**src/rtl/uart_tx_arb_pkg.sv**
```systemverilog
// Shared types and constants for the two-requester UART transmit arbiter.
package uart_tx_arb_pkg;
  localparam int BYTE_W = 8;
  localparam int REQ_N  = 2;

  typedef enum logic [1:0] {
    IDLE   = 2'd0,
    LAUNCH = 2'd1,
    WAIT   = 2'd2,
    GUARD  = 2'd3
  } state_t;
endpackage

```
**src/rtl/uart_tx_arb_pick.sv**
```systemverilog
// Winner select for two requesters; fixed priority to 0, or round-robin with UART_TX_ARB_ROUND_ROBIN_EN.
// Latency: purely combinational.
// Backpressure: none; the caller decides when the pick is consumed.
module uart_tx_arb_pick
  import uart_tx_arb_pkg::*;
(
  input  logic [REQ_N-1:0] valid,
`ifdef UART_TX_ARB_ROUND_ROBIN_EN
  input  logic             last_grant,
`endif
  output logic             any_valid,
  output logic             winner
);

  always_comb begin
    any_valid = |valid;
    winner    = ~valid[0];
`ifdef UART_TX_ARB_ROUND_ROBIN_EN
    // On contention hand the byte to whoever did not win last time.
    if (&valid) winner = ~last_grant;
`endif
  end

endmodule

```
**src/rtl/uart_tx_arbiter.sv**
```systemverilog
// Shares one UART transmitter between two requesters (UART_TX_ARB_ROUND_ROBIN_EN selects round-robin).
// Latency: ack 1 clk after valid sampled, tx_go 1 clk later; GUARD_CYCLES idle clocks after each byte.
// Backpressure: requesters hold valid/byte until ack; WAIT aborts after TIMEOUT_CYCLES without tx_done.
module uart_tx_arbiter
  import uart_tx_arb_pkg::*;
#(
  parameter int GUARD_CYCLES   = 2,
  parameter int TIMEOUT_CYCLES = 65535
)
(
  input  logic              clk,
  input  logic              rst_n,
  input  logic              req0_valid,
  input  logic              req1_valid,
  input  logic [BYTE_W-1:0] req0_byte,
  input  logic [BYTE_W-1:0] req1_byte,
  output logic              req0_ack,
  output logic              req1_ack,
  input  logic              tx_done,
  output logic              tx_go,
  output logic [BYTE_W-1:0] tx_byte,
  output logic              grant_id,
  output logic              busy,
  output logic              timeout
);

  localparam int CNT_W = ($clog2(TIMEOUT_CYCLES) > 0) ? $clog2(TIMEOUT_CYCLES) : 1;
  localparam int GRD_W = ($clog2(GUARD_CYCLES + 1) > 0) ? $clog2(GUARD_CYCLES + 1) : 1;
  localparam logic [CNT_W-1:0] CNT_LAST = CNT_W'(TIMEOUT_CYCLES - 1);
  localparam logic [GRD_W-1:0] GRD_LAST = GRD_W'(GUARD_CYCLES - 1);

  state_t             state_q, state_d;
  logic [CNT_W-1:0]   cnt_q, cnt_d;
  logic [GRD_W-1:0]   grd_q, grd_d;
  logic [REQ_N-1:0]   ack_q, ack_d;
  logic               go_d, timeout_d, grant_d;
  logic [BYTE_W-1:0]  byte_d;
  logic               any_valid, winner;

`ifdef UART_TX_ARB_ROUND_ROBIN_EN
  logic               last_grant_q, last_grant_d;
`endif

  uart_tx_arb_pick u_pick (
    .valid      ({req1_valid, req0_valid}),
`ifdef UART_TX_ARB_ROUND_ROBIN_EN
    .last_grant (last_grant_q),
`endif
    .any_valid  (any_valid),
    .winner     (winner)
  );

  always_comb begin
    state_d   = state_q;
    cnt_d     = cnt_q;
    grd_d     = grd_q;
    ack_d     = '0;
    go_d      = 1'b0;
    timeout_d = 1'b0;
    byte_d    = tx_byte;
    grant_d   = grant_id;
`ifdef UART_TX_ARB_ROUND_ROBIN_EN
    last_grant_d = last_grant_q;
`endif
    case (state_q)
      IDLE: begin
        if (any_valid) begin
          byte_d        = winner ? req1_byte : req0_byte;
          grant_d       = winner;
          ack_d[winner] = 1'b1;
`ifdef UART_TX_ARB_ROUND_ROBIN_EN
          last_grant_d  = winner;
`endif
          state_d       = LAUNCH;
        end
      end
      LAUNCH: begin
        go_d    = 1'b1;
        cnt_d   = '0;
        state_d = WAIT;
      end
      WAIT: begin
        // A completion landing on the terminal count wins over the abort.
        if (tx_done || (cnt_q == CNT_LAST)) begin
          timeout_d = ~tx_done;
          grd_d     = '0;
          state_d   = (GUARD_CYCLES == 0) ? IDLE : GUARD;
        end else begin
          cnt_d = cnt_q + 1'b1;
        end
      end
      GUARD: begin
        if (grd_q == GRD_LAST) state_d = IDLE;
        else                   grd_d   = grd_q + 1'b1;
      end
      default: state_d = IDLE;
    endcase
  end

  always_ff @(posedge clk or negedge rst_n) begin
    if (!rst_n) begin
      state_q  <= IDLE;
      cnt_q    <= '0;
      grd_q    <= '0;
      ack_q    <= '0;
      tx_go    <= 1'b0;
      timeout  <= 1'b0;
      tx_byte  <= '0;
      grant_id <= 1'b0;
`ifdef UART_TX_ARB_ROUND_ROBIN_EN
      last_grant_q <= 1'b1;
`endif
    end else begin
      state_q  <= state_d;
      cnt_q    <= cnt_d;
      grd_q    <= grd_d;
      ack_q    <= ack_d;
      tx_go    <= go_d;
      timeout  <= timeout_d;
      tx_byte  <= byte_d;
      grant_id <= grant_d;
`ifdef UART_TX_ARB_ROUND_ROBIN_EN
      last_grant_q <= last_grant_d;
`endif
    end
  end

  assign req0_ack = ack_q[0];
  assign req1_ack = ack_q[1];
  assign busy     = (state_q != IDLE);

endmodule

```
**config.mk**
```make
export PLATFORM = sky130hd
export DESIGN_NAME = uart_tx_arbiter
export DESIGN_NICKNAME = d
export VERILOG_FILES = /design/src/rtl/uart_tx_arb_pkg.sv /design/src/rtl/uart_tx_arb_pick.sv /design/src/rtl/uart_tx_arbiter.sv
export SDC_FILE = /design/constraint.sdc
export NUM_CORES = 1
export LEC_CHECK = 0
export ABC_AREA = 1
export BUFFER_PORTS_ARGS = -buffer_cell sky130_fd_sc_hd__buf_2
export CORE_AREA = 2 2 66 68
export DETAILED_ROUTE_END_ITERATION = 10
export DIE_AREA = 0 0 68 70
export PLACE_DENSITY = 0.73
export SLEW_MARGIN = 20
export SYNTH_ARGS = -nofsm -noshare
export SYNTH_HDL_FRONTEND = slang
export SYNTH_HIERARCHICAL = 1
export SYNTH_SLANG_ARGS = --single-unit
```
**constraint.sdc**
```tcl
create_clock -name clk -period 1.5 [get_ports clk]
set_clock_uncertainty 0.1 [all_clocks]
set_input_delay 0.225 -clock clk [delete_from_list [all_inputs] [get_ports clk]]
set_output_delay 0.225 -clock clk [all_outputs]
set_load 0.03 [all_outputs]
```
==> results.toml <==
[clock_tree]
clk_path_buf_depth = 2
htreeDepth = 2
root_buffer = "clkbuf_8"
cts.sinks = 33
clock_latency_ns = 0.29
cts_tree = "yes"
clkSlewWorstSetupHoldPaths_ns = 0.07
cts_made_buffers = 5

[layout]
area_growth_syn_to_layout_pct = 49.9
final_common_cell = "nand2_1"
fin_area_um2 = 2900
nNetsFinal = 375
finalNonFillerCells = 400
fin_util_pct = 69.9
insertedDiodeCount = 0
final_cell_mix = "84 x nand2_1, 35 x buf_4, 33 x buf_2, 31 x dfrtp_1"
drive_above_1_share_pct = 43.7

[sta]
slew-limit-headroom_pct = 70.6
timing.final.crit_share_pct = 106
slew_viol_final = 0
holdWs_ns = 0.0331
worst_slack_ns = -0.0931
max_freq_mhz = 628
rsz0062_at_grt = "yes"
finalCriticalPeriod_ns = 1.59
final-hold-violation-count = 0
tightest_slew_ns = 0.442
setup_violations = 20

[worst_setup_path]
crit_start = "state_q[0]"
startpoint_type = "flip-flop"
rrSetupSlack_ns = -0.07
r2r_start = "cnt_q[4]"
crit_required_ns = 1.17
worst_setup_path_end_kind = "primary output"
r2r_end = "cnt_q[10]"
critical_path_class = "reg -> out"
crit_arrival_ns = 1.27
crit_path_max_fanout = 2
crit_end = "busy"
reg2reg_depth = 7

[synthesis]
synth-seq-cells = 33
synthSimpleGateAreaFrac_pct = 39.2
synth_xor_area_share_pct = 1.36
muxShareOfSynthArea_pct = 0
synth-adder-area-share_pct = 4.53
avgSynthCellArea_um2 = 7.38
ys_warn_count = 6
syn_inst = 262
synthesis.nets = 290
synth_top_family_by_area = "simple AND/OR/NAND/NOR gates"
ys_types = 26
yosysSeqAreaShare_pct = 42.7
mappedNetlistArea_um2 = 1930
synth_compound_area_share_pct = 4.72

[status]
violations = "negative setup slack"
status = "finished with violations"

[worst_hold_path]
min_path_type = "in -> reg"

[power_and_ir_drop]
power.total_uw = 4620
powerDensity_nw_per_um2 = 1590
ir_worst_vdd_mv = 1.23
p_leak_uw = 0.00141

[detailed_routing]
vias_per_cell = 4.98
postRouteAntennaNets = 0
drt-pass1-iter-count = 4
vias = 1992
routed_wl_um = 5350
drcViolationCount = 0
drtIter0Drc = 106
routedWlPerCell_um = 13.4

[global_route]
grt_max_degree = 21
grtUsageTotal_pct = 22.9
grt_antenna_before_repair = 0
grt_pass1_vias = 1913
gr-total-overflow = 0
grt_pass1_wl_um = 8350

[floorplanning]
start_util_pct = 46.6
die_height_um = 70
rows = 24
die_area_um2 = 4760
dieWidth_um = 68
core_um2 = 4140
io_pins = 35

[placement]
place_inst = 376
port_buffers = 34
dpl.hpwl_um = 3260
routabilityCongestion = 0.888
place_area_um2 = 2410

[run]
drv_cap = 0
==> layer usage <==
layer	vias to the layer above	wire [um]	GRT usage, %
met5	-	0	0
met4	0	157	8.00
met3	16	301	4.83
met2	75	2770	39.5
met1	917	2120	27.4
li1	984	-	-
==> worst max-delay path, cell delays in order, from the launching register on <==
cell	delay, ns
dfrtp_1	0.37
inv_2	0.07
buf_6	0.12
ha_4	0.15
buf_6	0.11
inv_4	0.04
buf_6	0.12
==> per-stage QoR <==
stage	setup TNS, ns	setup slack [ns]
after floorplan	-0.0297	-0.00937
after global placement	-1.55	-0.138
after detailed placement	-2.76	-0.206
after CTS	-0.331	-0.0877
after global routing	-3.04	-0.183
final	-1.05	-0.0931
==> flip-flops by register name, summed over array words and instances (netlist names) <==
| name | flops |
|---|---|
| cnt_q | 16 |
| tx_byte | 8 |
| ack_q | 2 |
| grd_q | 2 |
| state_q | 2 |
| grant_id | 1 |
| timeout | 1 |
| tx_go | 1 |
==> report_power, final <==
| part | total [uW] | switching (uW) | internal [uW] |
|---|---|---|---|
| registers | 1260 | 145 | 1110 |
| clock network | 898 | 358 | 540 |
| logic | 2460 | 1450 | 1020 |
==> what timing repair did <==
action                                 CTS  global route
setup endpoints to repair               29            29
buffers inserted                         7             5
pin swaps                               13            12
resized for setup                       46            24
hold buffers                             1             0
cloned                                   1             2
endpoints found under the hold margin   18             0
==> worst min-delay path by stage <==
stage	start	to	cells past startpoint
CTS	req1_byte[3]	tx_byte[3]	3
finish	req1_byte[7]	tx_byte[7]	3
global route	req1_byte[5]	tx_byte[5]	3
floorplan	rst_n	ack_q[0]	0
detailed placement	rst_n	cnt_q[11]	1
global placement	rst_n	cnt_q[8]	1
==> synthesized netlist by cell type, drive strengths merged <==
master	number	area share, %
dfrtp	33	43
or2	1	0.32
xor2	2	0.91
ha	7	4.5
xnor2	1	0.45
nand3b	1	0.39
nor3	2	0.52
clkinv	2	0.45
nand2	105	22
nor2	35	8.2
o21ai	13	4.7
buf	2	0.97
nand4	4	1.6
clkbuf	1	0.19
inv	30	5.8
nand3	23	6.2
==> cell families after synthesis <==
logic type | count (synthesis)
AND/OR/NAND/NOR | 171
buffers and inverters | 35
flip-flops | 33
AO/OA/AOI/OAI | 13
adder cells (fa/ha/maj) | 7
XOR/XNOR | 3
==> layout make-up <==
class	instances	area, um2
clock inverter	2	37.5
inverter	32	133
tap	52	65.1
clock buffer	6	82.6
fill	306	1250
timing repair buffer	78	557
sequential	33	828
multi-input combinational	197	1190
(Power assumes the default switching activity.)
